## config.mk

```make
export PLATFORM = sky130hd
export DESIGN_NAME = div_share_ctrl_flat
export DESIGN_NICKNAME = d
export VERILOG_FILES = /design/src/rtl/div_share_ctrl_pkg.sv /design/src/rtl/div_share_ctrl_if.sv /design/src/rtl/div_iter.sv /design/src/rtl/div_share_ctrl.sv /design/src/flat_wrapper.sv
export SDC_FILE = /design/constraint.sdc
export NUM_CORES = 1
export LEC_CHECK = 0
export CAP_MARGIN = 25
export CORE_MARGIN = 2
export CORE_UTILIZATION = 40
export DETAILED_ROUTE_END_ITERATION = 10
export PLACE_DENSITY_LB_ADDON = 0.1
export REMOVE_ABC_BUFFERS = 1
export SYNTH_ARGS = -nofsm -noshare
export SYNTH_HDL_FRONTEND = slang
export SYNTH_SLANG_ARGS = --single-unit
```

## constraint.sdc

```tcl
create_clock -name clk -period 4.64 [get_ports clk]
set_clock_uncertainty 0.15 [all_clocks]
set_input_delay 1.16 -clock clk [delete_from_list [all_inputs] [get_ports clk]]
set_output_delay 1.16 -clock clk [all_outputs]
set_load 0.02 [all_outputs]
```

## src/rtl/div_share_ctrl_pkg.sv

```systemverilog
// Shared pipeline definitions for the dual-pipe divider controller.
// Holds the divide op encoding, default iteration count and sign helper.
package div_share_ctrl_pkg;

    localparam int unsigned DivCyclesDefault = 32;
    localparam int unsigned DataWidth        = 32;

    // bit1 = remainder result, bit0 = signed operands
    typedef struct packed {
        logic rem;
        logic sgn;
    } div_op_t;

    function automatic logic [DataWidth-1:0] cond_neg(input logic [DataWidth-1:0] v,
                                                      input logic                 neg);
        return neg ? (~v + DataWidth'(1)) : v;
    endfunction

endpackage

```

## src/rtl/div_share_ctrl_if.sv

```systemverilog
// Request/response bundle between the two EX pipes and the shared divider.
// The master side is the pipeline, the slave side is div_share_ctrl.
interface div_share_ctrl_if;
    import div_share_ctrl_pkg::*;

    logic    [1:0]       req_valid_i;
    div_op_t [1:0]       req_op_i;
    logic    [1:0][31:0] req_a_i;
    logic    [1:0][31:0] req_b_i;
    logic                older_i;
    logic                advance_i;
    logic    [1:0]       clr_i;
    logic    [1:0]       stall_req_o;
    logic    [1:0]       resp_valid_o;
    logic    [1:0][31:0] resp_data_o;

    modport master (
        output req_valid_i, req_op_i, req_a_i, req_b_i, older_i, advance_i, clr_i,
        input  stall_req_o, resp_valid_o, resp_data_o
    );

    modport slave (
        input  req_valid_i, req_op_i, req_a_i, req_b_i, older_i, advance_i, clr_i,
        output stall_req_o, resp_valid_o, resp_data_o
    );

endinterface

```

## src/rtl/div_iter.sv

```systemverilog
// Iterative restoring divider on unsigned magnitudes, one quotient bit per cycle.
// done_o is high during the final iteration cycle; results are stable the cycle after.
module div_iter
    import div_share_ctrl_pkg::*;
#(
    parameter int unsigned DivCycles = DivCyclesDefault
) (
    input  logic                 clk_i,
    input  logic                 rst_ni,
    input  logic                 start_i,
    input  logic                 abort_i,
    input  logic [DataWidth-1:0] dividend_i,
    input  logic [DataWidth-1:0] divisor_i,
    output logic                 done_o,
    output logic [DataWidth-1:0] quot_o,
    output logic [DataWidth-1:0] rem_o
);

    localparam int unsigned        CntW    = (DivCycles > 1) ? $clog2(DivCycles) : 1;
    localparam logic [CntW-1:0]    CntLast = CntW'(DivCycles - 1);

    logic                 run_q,  run_d;
    logic [CntW-1:0]      cnt_q,  cnt_d;
    logic [DataWidth-1:0] quot_q, quot_d;
    logic [DataWidth-1:0] rem_q,  rem_d;
    logic [DataWidth-1:0] div_q,  div_d;

    logic [DataWidth:0]   shifted;
    logic [DataWidth:0]   trial;
    logic                 fits;

    // Partial remainder stays below the divisor, so the borrow bit alone decides the step.
    assign shifted = {rem_q, quot_q[DataWidth-1]};
    assign trial   = shifted - {1'b0, div_q};
    assign fits    = ~trial[DataWidth];
    assign done_o  = run_q && (cnt_q == CntLast);

    always_comb begin
        run_d  = run_q;
        cnt_d  = cnt_q;
        quot_d = quot_q;
        rem_d  = rem_q;
        div_d  = div_q;
        if (start_i) begin
            run_d  = 1'b1;
            cnt_d  = '0;
            quot_d = dividend_i;
            rem_d  = '0;
            div_d  = divisor_i;
        end else if (abort_i) begin
            run_d = 1'b0;
            cnt_d = '0;
        end else if (run_q) begin
            quot_d = {quot_q[DataWidth-2:0], fits};
            rem_d  = fits ? trial[DataWidth-1:0] : shifted[DataWidth-1:0];
            if (done_o) begin
                run_d = 1'b0;
                cnt_d = '0;
            end else begin
                cnt_d = cnt_q + CntW'(1);
            end
        end
    end

    always_ff @(posedge clk_i or negedge rst_ni) begin
        if (!rst_ni) begin
            run_q  <= 1'b0;
            cnt_q  <= '0;
            quot_q <= '0;
            rem_q  <= '0;
            div_q  <= '0;
        end else begin
            run_q  <= run_d;
            cnt_q  <= cnt_d;
            quot_q <= quot_d;
            rem_q  <= rem_d;
            div_q  <= div_d;
        end
    end

    assign quot_o = quot_q;
    assign rem_o  = rem_q;

endmodule

```

## src/rtl/div_share_ctrl.sv

```systemverilog
// Shares one iterative divider between two EX pipes: arbitration, sign fix-up,
// per-pipe result slots and flush handling.
module div_share_ctrl
    import div_share_ctrl_pkg::*;
#(
    parameter int unsigned DIV_CYCLES = DivCyclesDefault
) (
    input  logic                   clk,
    input  logic                   rst_n,
    div_share_ctrl_if.slave        ctrl_io
);

    typedef enum logic [1:0] {StIdle, StCalc, StFix} state_e;

    state_e               state_q;
    logic                 owner_q;
    div_op_t              op_q;
    logic                 neg_a_q;
    logic                 neg_b_q;
    logic                 bzero_q;
    logic [1:0]           slot_valid_q;
    logic [1:0][31:0]     slot_data_q;

    logic [1:0]           eligible;
    logic                 grant;
    logic                 start;
    div_op_t              sel_op;
    logic [31:0]          sel_a;
    logic [31:0]          sel_b;
    logic                 sel_neg_a;
    logic                 sel_neg_b;
    logic                 owner_kill;
    logic                 iter_done;
    logic [31:0]          iter_quot;
    logic [31:0]          iter_rem;
    logic [31:0]          q_fix;
    logic [31:0]          r_fix;
    logic [31:0]          result;

    assign eligible = ctrl_io.req_valid_i & ~slot_valid_q & ~ctrl_io.clr_i
                      & {2{~ctrl_io.advance_i}};
    // Older pipe wins a tie; otherwise whichever pipe is eligible.
    assign grant    = eligible[1] & (~eligible[0] | ctrl_io.older_i);
    assign start    = (state_q == StIdle) && (|eligible);

    assign sel_op    = ctrl_io.req_op_i[grant];
    assign sel_a     = ctrl_io.req_a_i[grant];
    assign sel_b     = ctrl_io.req_b_i[grant];
    assign sel_neg_a = sel_op.sgn & sel_a[31];
    assign sel_neg_b = sel_op.sgn & sel_b[31];

    assign owner_kill = ctrl_io.clr_i[owner_q] | ctrl_io.advance_i;

    div_iter #(
        .DivCycles (DIV_CYCLES)
    ) u_div_iter (
        .clk_i      (clk),
        .rst_ni     (rst_n),
        .start_i    (start),
        .abort_i    ((state_q == StCalc) && owner_kill),
        .dividend_i (cond_neg(sel_a, sel_neg_a)),
        .divisor_i  (cond_neg(sel_b, sel_neg_b)),
        .done_o     (iter_done),
        .quot_o     (iter_quot),
        .rem_o      (iter_rem)
    );

    // Divide-by-zero leaves the dividend magnitude in the remainder, so only q needs forcing.
    assign q_fix  = bzero_q ? 32'hFFFF_FFFF
                            : cond_neg(iter_quot, op_q.sgn & (neg_a_q ^ neg_b_q));
    assign r_fix  = cond_neg(iter_rem, op_q.sgn & neg_a_q);
    assign result = op_q.rem ? r_fix : q_fix;

    always_ff @(posedge clk or negedge rst_n) begin
        if (!rst_n) begin
            state_q      <= StIdle;
            owner_q      <= 1'b0;
            op_q         <= '0;
            neg_a_q      <= 1'b0;
            neg_b_q      <= 1'b0;
            bzero_q      <= 1'b0;
            slot_valid_q <= '0;
            slot_data_q  <= '0;
        end else begin
            unique case (state_q)
                StIdle: begin
                    if (start) begin
                        owner_q <= grant;
                        op_q    <= sel_op;
                        neg_a_q <= sel_neg_a;
                        neg_b_q <= sel_neg_b;
                        bzero_q <= (sel_b == 32'd0);
                        state_q <= StCalc;
                    end
                end
                StCalc: begin
                    if (owner_kill) begin
                        state_q <= StIdle;
                    end else if (iter_done) begin
                        state_q <= StFix;
                    end
                end
                StFix: begin
                    state_q <= StIdle;
                    if (!owner_kill) begin
                        slot_valid_q[owner_q] <= 1'b1;
                        slot_data_q[owner_q]  <= result;
                    end
                end
                default: state_q <= StIdle;
            endcase
            // Placed last so a clear beats a same-cycle FIX write.
            for (int p = 0; p < 2; p++) begin
                if (ctrl_io.advance_i || ctrl_io.clr_i[p]) begin
                    slot_valid_q[p] <= 1'b0;
                end
            end
        end
    end

    assign ctrl_io.stall_req_o  = ctrl_io.req_valid_i & ~slot_valid_q;
    assign ctrl_io.resp_valid_o = slot_valid_q;
    assign ctrl_io.resp_data_o  = slot_data_q;

endmodule

```

## src/flat_wrapper.sv

```systemverilog
// flat-port wrapper written by rule: the top's interface ports become plain ports
module div_share_ctrl_flat import div_share_ctrl_pkg::*;
#(
    parameter int unsigned DIV_CYCLES = DivCyclesDefault
)
  (clk, rst_n, ctrl_io_req_valid_i, ctrl_io_req_op_i, ctrl_io_req_a_i, ctrl_io_req_b_i, ctrl_io_older_i, ctrl_io_advance_i, ctrl_io_clr_i, ctrl_io_stall_req_o, ctrl_io_resp_valid_o, ctrl_io_resp_data_o);
  div_share_ctrl_if ctrl_io_i ();
  input  logic clk;
  input  logic rst_n;
  input wire logic [$bits(ctrl_io_i.req_valid_i)-1:0] ctrl_io_req_valid_i;
  input wire logic [$bits(ctrl_io_i.req_op_i)-1:0] ctrl_io_req_op_i;
  input wire logic [$bits(ctrl_io_i.req_a_i)-1:0] ctrl_io_req_a_i;
  input wire logic [$bits(ctrl_io_i.req_b_i)-1:0] ctrl_io_req_b_i;
  input wire logic [$bits(ctrl_io_i.older_i)-1:0] ctrl_io_older_i;
  input wire logic [$bits(ctrl_io_i.advance_i)-1:0] ctrl_io_advance_i;
  input wire logic [$bits(ctrl_io_i.clr_i)-1:0] ctrl_io_clr_i;
  output wire logic [$bits(ctrl_io_i.stall_req_o)-1:0] ctrl_io_stall_req_o;
  output wire logic [$bits(ctrl_io_i.resp_valid_o)-1:0] ctrl_io_resp_valid_o;
  output wire logic [$bits(ctrl_io_i.resp_data_o)-1:0] ctrl_io_resp_data_o;
  assign ctrl_io_i.req_valid_i = ctrl_io_req_valid_i;
  assign ctrl_io_i.req_op_i = ctrl_io_req_op_i;
  assign ctrl_io_i.req_a_i = ctrl_io_req_a_i;
  assign ctrl_io_i.req_b_i = ctrl_io_req_b_i;
  assign ctrl_io_i.older_i = ctrl_io_older_i;
  assign ctrl_io_i.advance_i = ctrl_io_advance_i;
  assign ctrl_io_i.clr_i = ctrl_io_clr_i;
  assign ctrl_io_stall_req_o = ctrl_io_i.stall_req_o;
  assign ctrl_io_resp_valid_o = ctrl_io_i.resp_valid_o;
  assign ctrl_io_resp_data_o = ctrl_io_i.resp_data_o;
  div_share_ctrl #(.DIV_CYCLES(DIV_CYCLES)) u_core (.clk(clk), .rst_n(rst_n), .ctrl_io(ctrl_io_i));
endmodule
```

==> impl_metrics.py, run 1 <==
metrics = {
    "synth": {
        "ys.flop_type": "dfrtp_1",
        "ys_async_sr_fraction_pct": 100,
        "synth_edf_count": 0,
        "synthAdderAreaFrac_pct": 3.72,
        "synth_cell_types": 73,
        "synth_compound_area_share_pct": 18.7,
        "synth_top_family_by_area": "simple AND/OR/NAND/NOR gates",
        "synth_warnings": 0,
        "ys_seq_area_share_pct": 33.1,
        "netlist_area_um2": 13300,
        "synth_area_leaders": "dfrtp_1, mux2i_1, nand2_1",
        "synth_cells": 1606,
        "synth-xor-area-share_pct": 9.48,
        "muxShareOfSynthArea_pct": 10.4,
        "syn_area_per_cell_um2": 8.29,
        "synth-simple-area-share_pct": 20.3,
        "synth_top_cell_by_area": "dfrtp_1",
        "ys_ff_latch": 176,
        "yosysTopAreaCellShare_pct": 33.1,
    },
    "floorplanning": {
        "core_area_um2": 32600,
        "io_pins": 208,
        "start_util_pct": 40.8,
        "die_y_um": 186,
        "row_count": 66,
        "die-area_um2": 34700,
        "fp.dieW_um": 186,
    },
    "timing": {
        "maxSlewHeadroom_pct": 53.1,
        "max_freq_mhz": 227,
        "worstMarginPinSlew_ns": 0.697,
        "slew_viol_final": 0,
        "final.setup.tns_ns": 0,
        "period_share_pct": 94.8,
        "hold_violations": 0,
        "whs_ns": 0.325,
        "period_minus_slack_ns": 4.40,
        "setup_viol": 0,
        "rsz0062_at_grt": "false",
    },
    "grt": {
        "grt_max_degree": 119,
        "met1_usage_pct": 30.3,
        "track_usage_pct": 22.6,
        "grt_pass1_vias": 12200,
        "grt_antenna_before_repair": 0,
        "use_met3_pct": 2.86,
        "grt_pass1_wl_mm": 64.0,
        "grt.overflow.total": 0,
        "grt_busiest_layer": "met2",
        "grt_use_met2_pct": 38.3,
    },
    "drt": {
        "vias": 12400,
        "drt_pass1_iterations": 5,
        "ant_nets": 0,
        "via_per_inst": 5.50,
        "wl_mm": 39.4,
        "avgRoutedWirePerCell_um": 17.4,
        "post-route-drc-count": 0,
        "drtIter0Drc": 778,
    },
    "power_and_ir_drop": {
        "powerDensity_nw_per_um2": 499,
        "p_leak_nw": 7.44,
        "ir_worst_vdd_mv": 0.320,
    },
    "clock_network": {
        "clock_latency_ns": 0.44,
        "numCtsBuffers": 17,
        "cts_setup_buffers": 0,
        "ctsRootBufferMaster": "clkbuf_16",
        "cts_buffer_depth": 2,
        "path_clk_slew_ns": 0.07,
        "htree_levels": 4,
        "clkSinkCount": 176,
        "holdBufCountCts": 0,
        "cts_resized": 0,
        "cts_tree": "done",
    },
    "layout": {
        "nNetsFinal": 1984,
        "final_util_pct": 51.4,
        "area_growth_pct": 26.0,
        "layout_commonest_cell": "nand2_1",
        "fin_cells": 2260,
        "antennaDiodeCount": 0,
        "final_cell_mix": "nand2_1, clkdlybuf4s50_1, dfrtp_1",
        "drive_gt1_share_pct": 8.53,
    },
    "critical_path": {
        "critical_path.top_delay_family": "simple AND/OR/NAND/NOR gates",
        "worst-path-buf-inv": 2,
        "crit_path_max_fanout": 6,
        "crit_required_ns": 4.79,
        "crit_type": "in -> reg",
        "endpoint_kind": "flip-flop",
        "crit_chain": "clkdlybuf4s50_1 > or4b_4 > o21ai_4 > mux2i_1 > ha_1 > nand2b_1 > nand2b_1 > nor4_1 > o22a_1 > buf_4 > nand3_1 > o21ai_0 > xnor2_1 > o21ai_0",
        "cp.arrival_ns": 4.55,
        "start_kind": "input pin",
        "cp_slowest_cell": "or4b_4",
        "slowest_delay_ns": 0.58,
    },
    "placed_design": {
        "gp_congestion": 0.868,
        "port_buffers": 207,
        "dp_cells": 2227,
        "dp_hpwl_mm": 30.3,
    },
    "hold_path": {
        "hold_path.class": "reg -> reg",
    },
    "flow_run": {
        "cap_violations": 0,
    },
    "run_status": {
        "status": "completed",
    },
}
state kept, by name, indices dropped and copies added (netlist names):
name and flops:
u_core.bzero_q 1, u_core.ctrl_io.resp_data_o 64, u_core.ctrl_io.resp_valid_o 2, u_core.neg_a_q 1
u_core.neg_b_q 1, u_core.op_q 2, u_core.owner_q 1, u_core.state_q 2
u_core.u_div_iter.cnt_q 5, u_core.u_div_iter.div_q 32, u_core.u_div_iter.quot_o 32, u_core.u_div_iter.rem_o 32
u_core.u_div_iter.run_q 1
stage by stage:
| stage | area [um^2] | total power [mW] | worst slack [ns] |
|---|---|---|---|
| 6_report | 16800 | 8.37 | 0.242 |
| 5_1_grt | 16800 | 9.03 | 0.000592 |
| 4_1_cts | 16800 | 8.38 | 0.240 |
| 3_5_place_dp | 16100 | 6.71 | -0.194 |
| 3_3_place_gp | 16100 | 6.63 | -0.157 |
| 2_1_floorplan | 12900 | 5.48 | -3.17 |
synthesized netlist by cell type (10+ instances only):
master      n
a21oi_1   102
a22oi_1    28
a31oi_1    17
buf_2      11
clkbuf_1   55
dfrtp_1   176
ha_1       38
inv_1      54
mux2_2     37
mux2i_1    94
nand2_1   240
nand2b_1   20
nand3_1    17
nor2_1    108
nor2b_1    11
nor3_1     72
nor4_1     16
o211ai_1   13
o21a_1     10
o21ai_0   148
o31ai_1    19
o41ai_1    11
or3_1      20
or4_1      13
xnor2_1    67
xor2_1     77
worst paths after layout:
check / from / endpoint / slack [ns] / depth (start not counted)
max: ctrl_io_advance_i / u_core.u_div_iter.quot_o[24]$_DFFE_PN0P_ / 0.24 / 14
min: u_core.ctrl_io.resp_data_o[24]$_DFFE_PN0P_ / u_core.ctrl_io.resp_data_o[24]$_DFFE_PN0P_ / 0.32 / 2
max reg2reg: u_core.u_div_iter.rem_o[16]$_DFFE_PN0P_ / u_core.u_div_iter.rem_o[0]$_DFFE_PN0P_ / 0.87 / 10
min reg2reg: u_core.ctrl_io.resp_data_o[24]$_DFFE_PN0P_ / u_core.ctrl_io.resp_data_o[24]$_DFFE_PN0P_ / 0.32 / 2
max in group asynchronous: rst_n / u_core.ctrl_io.resp_data_o[4]$_DFFE_PN0P_ / 3.02 / 2
min in group asynchronous: rst_n / u_core.u_div_iter.div_q[12]$_DFFE_PN0P_ / 0.40 / 1
logic make-up (layout without fill, tap and decap cells):
logic type | Yosys count | in the layout
AOI/OAI and AO/OA | 409 | 409
buffers and inverters | 139 | 351
muxes | 132 | 132
adders and majority gates | 39 | 39
and+or+nand+nor | 567 | 567
DFF | 176 | 176
xor gates and xnor gates | 144 | 144
where the power goes:
group	leakage [nW]	internal (mW)	total (mW)	switching, mW
Sequential	2.31	1.89	2.40	0.513
Clock	0.325	0.967	1.64	0.670
Combinational	4.81	1.85	4.33	2.48
Total	7.44	4.71	8.37	3.67
worst reg2reg max path, delay by kind of cell, from the launching register on:
| kind | cells | cell delay, ns |
|---|---|---|
| AOI/OAI and AO/OA | 4 | 1.00 |
| buffers and inverters | 1 | 0.43 |
| DFF | 1 | 0.47 |
| muxes | 1 | 0.17 |
| and+or+nand+nor | 3 | 1.01 |
| adders and majority gates | 1 | 0.42 |
cell type report:
class | count | area [um^2]
sequential | 176 | 4400
multi-input combinational | 1291 | 8360
fill | 3069 | 15800
clock buffer | 17 | 425
timing repair buffer | 265 | 2600
inverter | 54 | 203
clock inverter | 15 | 229
tap | 442 | 553
metal layers:
layer	up-vias	routed length (um)
met2	290	18900
met4	0	853
met5	-	0
met3	42	1530
met1	5962	18100
li1	6142	-
Note: power is estimated with default switching activity, not from simulation.
==> inputs of run 2 (changes only) <==
Settings changed: MAX_ROUTING_LAYER set to met4, SKIP_LAST_GASP set to 1.
==> run 2 against run 1 <==
Clock power down 14%. Register-to-register slack about the same. Via count fell by 0.71%. Die area unchanged. Fmax grew 0.62%. Power down 3.0%. Critical path depth unchanged. Combinational power hardly changed. Non-clock buffer count grew 5. Sequential power is essentially flat. Worst hold slack barely moved.
==> impl_metrics.py, run 2 (synthesis results as in run 1) <==
metrics = {
    "run_status": {
        "status": "completed",
    },
    "placed_design": {
        "gp_congestion": 0.890,
        "port_buffers": 207,
        "postPlaceCellArea_um2": 16100,
        "dp_cells": 2233,
        "dp_hpwl_mm": 30.9,
    },
    "timing": {
        "period_share_pct": 94.2,
        "max_freq_mhz": 229,
        "rsz0062_at_grt": "false",
        "period_minus_slack_ns": 4.37,
        "worstMarginPinSlew_ns": 0.763,
        "slew_viol_final": 0,
        "maxSlewHeadroom_pct": 49.1,
        "hold_violations": 0,
        "setup_viol": 0,
    },
    "layout": {
        "layout_commonest_cell": "nand2_1",
        "largest_register_ffs": 64,
        "area_growth_pct": 25.1,
        "nNetsFinal": 1989,
        "antennaDiodeCount": 0,
        "fin_cells": 2265,
        "drive_gt1_share_pct": 8.61,
        "final_cell_area_um2": 16700,
        "final_cell_mix": "nand2_1, clkdlybuf4s50_1, dfrtp_1",
    },
    "clock_network": {
        "numCtsBuffers": 17,
        "cts_buffer_depth": 2,
        "path_clk_slew_ns": 0.07,
        "htree_levels": 4,
        "holdBufCountCts": 0,
        "ctsRootBufferMaster": "clkbuf_16",
        "clock_latency_ns": 0.45,
        "cts_setup_buffers": 0,
        "clkSinkCount": 176,
        "cts_tree": "done",
        "cts_resized": 0,
    },
    "drt": {
        "post-route-drc-count": 0,
        "drtIter0Drc": 784,
        "drt_pass1_iterations": 5,
        "avgRoutedWirePerCell_um": 17.6,
        "wl_met2_mm": 19.3,
        "wl_mm": 39.8,
        "via_per_inst": 5.45,
        "highest_layer": "met4",
        "wl_met1_mm": 18.8,
        "ant_nets": 0,
        "vias": 12300,
        "wl_met3_mm": 1.29,
    },
    "floorplanning": {
        "die_y_um": 186,
        "core_area_um2": 32600,
        "fp.dieW_um": 186,
        "start_util_pct": 40.8,
        "io_pins": 208,
        "die-area_um2": 34700,
        "row_count": 66,
    },
    "power_and_ir_drop": {
        "p_leak_nw": 7.40,
        "ir_worst_vdd_mv": 0.403,
        "powerDensity_nw_per_um2": 488,
    },
    "hold_path": {
        "hold_path_depth": 2,
        "min_from": "u_core.ctrl_io.resp_data_o[6]$_DFFE_PN0P_",
        "hold-path-endpoint": "u_core.ctrl_io.resp_data_o[6]$_DFFE_PN0P_",
        "hold_path.class": "reg -> reg",
    },
    "grt": {
        "track_usage_pct": 23.6,
        "grt_max_degree": 77,
        "grt_antenna_before_repair": 0,
        "grt_pass1_wl_mm": 64.7,
        "grt_pass1_vias": 12200,
        "grt.overflow.total": 0,
    },
    "critical_path": {
        "cp.arrival_ns": 4.53,
        "crit_required_ns": 4.80,
        "r2r_setup_slack_ns": 0.86,
        "r2r-start": "u_core.u_div_iter.quot_o[31]$_DFFE_PN0P_",
        "start_kind": "input pin",
        "crit_type": "in -> reg",
        "crit_path_max_fanout": 6,
        "ff2ff_path_depth": 13,
        "timing.rr.end": "u_core.u_div_iter.rem_o[1]$_DFFE_PN0P_",
        "endpoint_kind": "flip-flop",
    },
    "flow_run": {
        "cap_violations": 0,
    },
}
## run 2: worst max path at each step
stage                            from  cells after the start                                       end
6_report            ctrl_io_advance_i                     14  u_core.u_div_iter.quot_o[24]$_DFFE_PN0P_
3_5_place_dp        ctrl_io_advance_i                     14  u_core.u_div_iter.quot_o[24]$_DFFE_PN0P_
4_1_cts             ctrl_io_advance_i                     14  u_core.u_div_iter.quot_o[24]$_DFFE_PN0P_
2_1_floorplan  ctrl_io_req_valid_i[1]                      7   u_core.u_div_iter.quot_o[0]$_DFFE_PN0P_
5_1_grt             ctrl_io_advance_i                     14  u_core.u_div_iter.quot_o[30]$_DFFE_PN0P_
3_3_place_gp        ctrl_io_advance_i                     14  u_core.u_div_iter.quot_o[24]$_DFFE_PN0P_
## run 2: stage by stage
step / util [%] / power [mW] / hold slack [ns] / TNS (ns) / setup WS [ns]
2_1_floorplan: - / 5.48 / 0.299 / -265.66 / -3.17
3_3_place_gp: 49.3 / 6.64 / 0.310 / -0.162 / -0.0576
3_5_place_dp: 49.3 / 6.72 / 0.311 / -0.711 / -0.175
4_1_cts: 51.1 / 8.16 / 0.329 / 0 / 0.287
5_1_grt: 51.1 / 8.80 / 0.347 / 0 / 0.0991
6_report: 51.1 / 8.13 / 0.325 / 0 / 0.269
## run 2: area by class of cell
class	count	area [um^2]
Fill cell	3150	16000
Multi-Input combinational cell	1291	8360
Sequential cell	176	4400
Timing Repair Buffer	270	2570
Clock inverter	9	83.8
Tap cell	442	553
Inverter	54	203
Clock buffer	23	478
## run 2: where the power goes
group / total (mW) / internal, mW / switching [mW]
clock network: 1.41 / 0.781 / 0.627
registers: 2.41 / 1.89 / 0.516
logic: 4.31 / 1.84 / 2.47
## run 2: worst max-delay path: stages
cell	delay [ns]
clkdlybuf4s50_1	0.42
or4b_4	0.57
o21ai_4	0.32
mux2i_1	0.30
ha_1	0.23
nand2b_1	0.07
nand2b_1	0.16
nor4_1	0.36
o22a_1	0.26
buf_4	0.16
nand3_1	0.09
o21ai_0	0.22
xnor2_1	0.13
o21ai_0	0.08
## run 2: routing by layer
metal / global-route usage, % / vias to the layer above
li1: - / 6133
met4: 5.23 / 0
met1: 30.9 / 5950
met2: 39.5 / 235
met3: 2.61 / 30
met5: - / -
==> inputs of run 3 (changes only) <==
Settings changed: CORE_MARGIN 2 to 4.
==> run 3 against run 2 <==
Sequential power is essentially flat. Cell count fell by 0.18%. Largest cell class unchanged. Core utilization is essentially flat. Critical path depth stayed put. Register-to-register slack improved by 0.04 ns. Combinational power about the same. Sequential cell count stayed put. Wire length rose by 1.6%. Design area up 0.34%. Clock power is essentially flat. Fmax grew 1.4%. Global-route usage decreased by 0.91 points.
==> impl_metrics.py, run 3 (synthesis results as in run 1) <==
metrics = {
    "run_status": {
        "status": "completed",
    },
    "floorplanning": {
        "row_count": 66,
        "fp.dieW_um": 190,
        "start_util_pct": 40.7,
        "die_y_um": 190,
        "io_pins": 208,
        "core_area_um2": 32700,
        "die-area_um2": 36300,
    },
    "drt": {
        "drtIter0Drc": 642,
        "vias": 12300,
        "avgRoutedWirePerCell_um": 17.9,
        "wl_met2_mm": 19.3,
        "wl_met3_mm": 1.27,
        "wl_met1_mm": 19.1,
        "wl_mm": 40.5,
        "ant_nets": 0,
        "highest_layer": "met4",
        "via_per_inst": 5.45,
        "drt_pass1_iterations": 5,
        "post-route-drc-count": 0,
    },
    "layout": {
        "final_cell_mix": "nand2_1, clkdlybuf4s50_1, dfrtp_1",
        "final_cell_area_um2": 16700,
        "drive_gt1_share_pct": 8.48,
        "layout_commonest_cell": "nand2_1",
        "nNetsFinal": 1985,
        "fillCellCount": 3235,
        "largest_register_ffs": 64,
        "seqCellArea_um2": 4400,
        "multi_input_area_um2": 8370,
        "final_util_pct": 51.1,
        "area_growth_pct": 25.6,
    },
    "timing": {
        "worstMarginPinSlew_ns": 0.764,
        "rsz0062_at_grt": "false",
        "slew_viol_final": 0,
        "hold_violations": 0,
        "maxSlewHeadroom_pct": 49.1,
        "final.setup.tns_ns": 0,
        "period_minus_slack_ns": 4.31,
        "max_freq_mhz": 232,
        "period_share_pct": 92.9,
        "setup_viol": 0,
        "whs_ns": 0.326,
    },
    "clock_network": {
        "clkSinkCount": 176,
        "holdBufCountCts": 0,
        "cts_tree": "done",
        "clock_latency_ns": 0.44,
        "path_clk_slew_ns": 0.07,
        "numCtsBuffers": 17,
        "htree_levels": 4,
        "cts_buffer_depth": 2,
        "ctsRootBufferMaster": "clkbuf_16",
    },
    "critical_path": {
        "cp.arrival_ns": 4.46,
        "crit_type": "in -> reg",
        "worst-path-buf-inv": 2,
        "slowest_delay_ns": 0.56,
        "cp_slowest_cell": "or4b_4",
        "r2r_setup_slack_ns": 0.90,
        "crit_chain": "clkdlybuf4s50_1 > or4b_4 > o21ai_4 > mux2i_1 > ha_1 > nand2b_1 > nand2b_1 > nor4_2 > o22a_1 > buf_4 > nand3_1 > o21ai_1 > xnor2_1 > o221ai_1",
        "crit_start": "ctrl_io_advance_i",
        "timing.rr.end": "u_core.u_div_iter.rem_o[11]$_DFFE_PN0P_",
        "endpoint_kind": "flip-flop",
        "r2r-start": "u_core.u_div_iter.quot_o[31]$_DFFE_PN0P_",
        "critical_path.top_delay_family": "simple AND/OR/NAND/NOR gates",
        "worst-path-stages": 14,
        "crit_path_max_fanout": 5,
        "ff2ff_path_depth": 13,
        "cp_common_cell": "nand2b_1",
        "start_kind": "input pin",
        "crit_required_ns": 4.79,
    },
    "hold_path": {
        "min_from": "u_core.ctrl_io.resp_data_o[19]$_DFFE_PN0P_",
        "hold_path_depth": 2,
        "hold-path-endpoint": "u_core.ctrl_io.resp_data_o[19]$_DFFE_PN0P_",
        "hold_path.class": "reg -> reg",
    },
    "power_and_ir_drop": {
        "p_leak_nw": 7.40,
        "powerDensity_nw_per_um2": 487,
        "fin_total_pwr_mw": 8.14,
        "ir_worst_vdd_mv": 0.320,
    },
    "placed_design": {
        "postPlaceCellArea_um2": 16100,
        "gp_congestion": 0.891,
        "dp_hpwl_mm": 31.5,
        "port_buffers": 207,
    },
    "flow_run": {
        "cap_violations": 0,
    },
    "grt": {
        "grt_antenna_before_repair": 2,
        "grt.overflow.total": 0,
        "grt_max_degree": 91,
        "track_usage_pct": 22.7,
        "grt_pass1_vias": 12200,
        "grt_pass1_wl_mm": 64.8,
    },
}
==> run 3: area by class of cell <==
| class | count | area share (%) |
|---|---|---|
| Multi-Input combinational cell | 1291 | 50.1 |
| Timing Repair Buffer | 266 | 15.7 |
| Sequential cell | 176 | 26.4 |
| Clock inverter | 8 | 0.487 |
| Clock buffer | 22 | 2.84 |
| Tap cell | 442 | 3.31 |
| Antenna cell | 2 | 0.0299 |
| Inverter | 54 | 1.21 |
==> run 3: worst max path at each step <==
stage | endpoint
after global placement | u_core.u_div_iter.quot_o[24]$_DFFE_PN0P_
after detailed placement | u_core.u_div_iter.quot_o[24]$_DFFE_PN0P_
after floorplan | u_core.u_div_iter.quot_o[0]$_DFFE_PN0P_
final | u_core.u_div_iter.quot_o[28]$_DFFE_PN0P_
after global routing | u_core.u_div_iter.quot_o[28]$_DFFE_PN0P_
after CTS | u_core.u_div_iter.quot_o[24]$_DFFE_PN0P_
==> run 3: per-layer routing <==
metal | vias up | GRT usage, %
met5 | - | -
met4 | 0 | 5.30
met3 | 32 | 2.78
met2 | 234 | 36.7
met1 | 5926 | 30.9
li1 | 6131 | -
==> run 3: stage by stage <==
step | setup slack (ns) | cells
after floorplan | -3.17 | 1521
after global placement | -0.121 | 2229
after detailed placement | -0.185 | 2229
after CTS | 0.274 | 2259
after global routing | 0.0167 | 2261
final | 0.330 | 2261
==> run 3: power by group <==
part | leakage (nW) | internal, mW | switching (mW)
logic | 4.83 | 1.85 | 2.48
registers | 2.31 | 1.89 | 0.517
clock network | 0.269 | 0.779 | 0.626
total | 7.40 | 4.52 | 3.62
==> run 3: worst register-to-register path: cells and delay by family, from the launching register on <==
kind | cells | cell delay [ns]
AOI/OAI and AO/OA | 5 | 1.09
adders and majority gates | 2 | 0.64
buffers and inverters | 2 | 0.55
DFF | 1 | 0.33
muxes | 1 | 0.28
and+or+nand+nor | 3 | 0.61
==> run 3: what timing repair did <==
action | in CTS | in global routing
buffers inserted | 0 | 0
gates resized for setup | 0 | 2
setup endpoints to repair | 0 | 2
==> RTL change (flow settings as in run 1) <==
The package constant `DivCyclesDefault` goes from 32 to 64.
--- a/src/rtl/div_share_ctrl_pkg.sv
+++ b/src/rtl/div_share_ctrl_pkg.sv
@@ -4,3 +4,3 @@
 
-    localparam int unsigned DivCyclesDefault = 32;
+    localparam int unsigned DivCyclesDefault = 64;
     localparam int unsigned DataWidth        = 32;
Formal check against the unedited RTL: no difference found for any inputs over 10 cycles, from zero or initial values and one cycle with rst_n low; that may be too few to reach the edited logic, so the function may still have changed.
==> RTL change against run 1 <==
  * Register-to-register slack worse by 180 ps
  * Area after synthesis is 1.1% higher
  * Worst setup slack improved by 280 ps
  * First-iteration DRC count up 14%
  * Critical path type unchanged
  * Sequential cell count increased by 1
  * Critical endpoint is now u_core.u_div_iter.quot_o[31]
  * Cell area fell by 0.76%
  * Sequential power grew 5%
  * Final cell count did not move
  * Wire length grew 2.1%
  * Synthesized cell count up 1.2%
  * Combinational power up 4%
  * Utilization fell by 1.5 points
  * Total power up 0.91%
==> RTL change: results (changes against run 1) <==
[route]
wl_met1_um = 20100  ; was 18100 um
wl_met2_um = 18200  ; was 18900 um
firstDrtPassIters = 6  ; was 5
post_drt_wl_per_cell_um = 17.8  ; was 17.4 um
wirelength_um = 40200  ; was 39400 um
vias_per_cell = 5.50  ; about the same
drtIter0Drc = 884  ; was 778
dr_wl_met3_um = 1420  ; was 1530 um

[global_route]
grtUsageMet3_pct = 2.61  ; was 2.86%
track_usage_pct = 23.2  ; was 22.6%
grt_pass1_wl_um = 65900  ; was 64000 um
use_met2_pct = 36.6  ; was 38.3%
grt_start_max_net_pins = 111  ; was 119
use_met1_pct = 34.3  ; was 30.3%
grt_pass1_vias = 12200  ; about the same

[setup_path]
reg2reg_depth = 13  ; was 10
crit_fanout = 33  ; was 6
rr_endpoint = u_core.u_div_iter.rem_o[27]  ; was u_core.u_div_iter.rem_o[0]
worstSetupEndpoint = u_core.u_div_iter.quot_o[31]  ; was u_core.u_div_iter.quot_o[24]
r2r_start = u_core.u_div_iter.rem_o[0]  ; was u_core.u_div_iter.rem_o[16]
ff2ff_setup_slack_ps = 690  ; was 870 ps

[synthesis]
avgSynthCellArea_um2 = 8.28  ; was 8.29 um^2
synth_compound_area_share_pct = 19.7  ; was 18.7%
synth_fa_ha_area_share_pct = 3.59  ; was 3.72%
yosys.area_share.xor_xnor_pct = 9.64  ; was 9.48%
muxShareOfSynthArea_pct = 9.33  ; was 10.4%
synthCells = 1626  ; was 1606
synthTopCellsByCount = 253 x nand2_1, 177 x dfrtp_1, 145 x nor2_1  ; was 240 x nand2_1, 176 x dfrtp_1, 148 x o21ai_0
yosys.cell_types.count = 87  ; was 73
synthTopCellsByArea = dfrtp_1 33%, nand2_1 7.1%, mux2i_1 7.0%  ; was dfrtp_1 33%, mux2i_1 7.1%, nand2_1 6.8%
ys_seq_area_share_pct = 32.9  ; was 33.1%
ys_warn_count = 0  ; unchanged

[cells_and_area]
seq_cells = 177  ; was 176
nNonClkInverters = 44  ; was 54
buffers = 246  ; was 265
multi_input_gates = 1314  ; was 1291
drive_above_1_share_pct = 7.73  ; was 8.53%
multiInputGateArea_mm2 = 0.00847  ; was 0.00836 mm^2
ff_latch_area_mm2 = 0.00443  ; was 0.00440 mm^2
clk_share_pct = 3.49  ; was 3.90%
area_share_nonclk_buffers_pct = 14.6  ; was 15.5%
num-nets-final = 1978  ; was 1984
final_core_util_pct = 49.9  ; was 51.4%

[worst_hold_path]
hp-class = flip-flop to flip-flop  ; unchanged

[place]
dp_hpwl_um = 31200  ; was 30300 um
place_inst = 2228  ; was 2227
gp_congestion = 0.873  ; was 0.868
place_ws_ps = 64.3  ; was -194 ps
place_area_mm2 = 0.0160  ; was 0.0161 mm^2

[pwr]
switchingPower_mw = 3.82  ; was 3.67 mW
power_leakage_nw = 7.26  ; was 7.44 nW
max-vdd-ir-drop_v = 0.000351  ; was 0.000320 V

[status]
status = finished clean  ; unchanged

[clock_network]
postCtsHoldBufs = 0  ; unchanged

[timing]
relSlewSlack_pct = 37.1  ; was 53.1%

RTL change: changes by cell type after synthesis, moves of 7 or more:
cell,before,now
mux2_2,37,22
nand2b_1,20,7
a21oi_1,102,111
nand2_1,240,253
o21ai_1,5,66
nor3_1,72,39
nor2_1,108,145
inv_1,54,44
o21ai_0,148,82
nand3b_1,6,13
RTL change: power groups by stage:
| stage | Combinational, mW | Clock (mW) | Sequential, mW |
|---|---|---|---|
| 5_1_grt | 5.02 | 1.53 | 2.57 |
| 6_report | 4.49 | 1.45 | 2.51 |
| 2_1_floorplan | 3.27 | 0 | 2.30 |
| 3_5_place_dp | 4.45 | 0 | 2.52 |
| 3_3_place_gp | 4.41 | 0 | 2.51 |
| 4_1_cts | 4.48 | 1.47 | 2.49 |
RTL change: worst max-delay path, stage by stage:
cell and delay (ps):
clkdlybuf4s50_1 440, buf_4 170, nor4b_4 430, o21ai_4 160
buf_12 210, nor4_1 620, o221ai_2 230, nor3_1 280
a31oi_1 110, nor3_1 280, a211oi_1 80, a21oi_1 140
RTL change: how the worst min path moves through the flow:
stage | from | end | slack (ps) | cells after the start
final | u_core.ctrl_io.resp_data_o[47] | u_core.ctrl_io.resp_data_o[47] | 320 | 2
after global routing | u_core.ctrl_io.resp_data_o[1] | u_core.ctrl_io.resp_data_o[1] | 360 | 2
after CTS | u_core.ctrl_io.resp_data_o[47] | u_core.ctrl_io.resp_data_o[47] | 330 | 2
after detailed placement | u_core.ctrl_io.resp_data_o[47] | u_core.ctrl_io.resp_data_o[47] | 310 | 2
after global placement | u_core.ctrl_io.resp_data_o[7] | u_core.ctrl_io.resp_data_o[7] | 310 | 2
after floorplan | u_core.u_div_iter.div_q[31] | u_core.u_div_iter.div_q[31] | 300 | 2
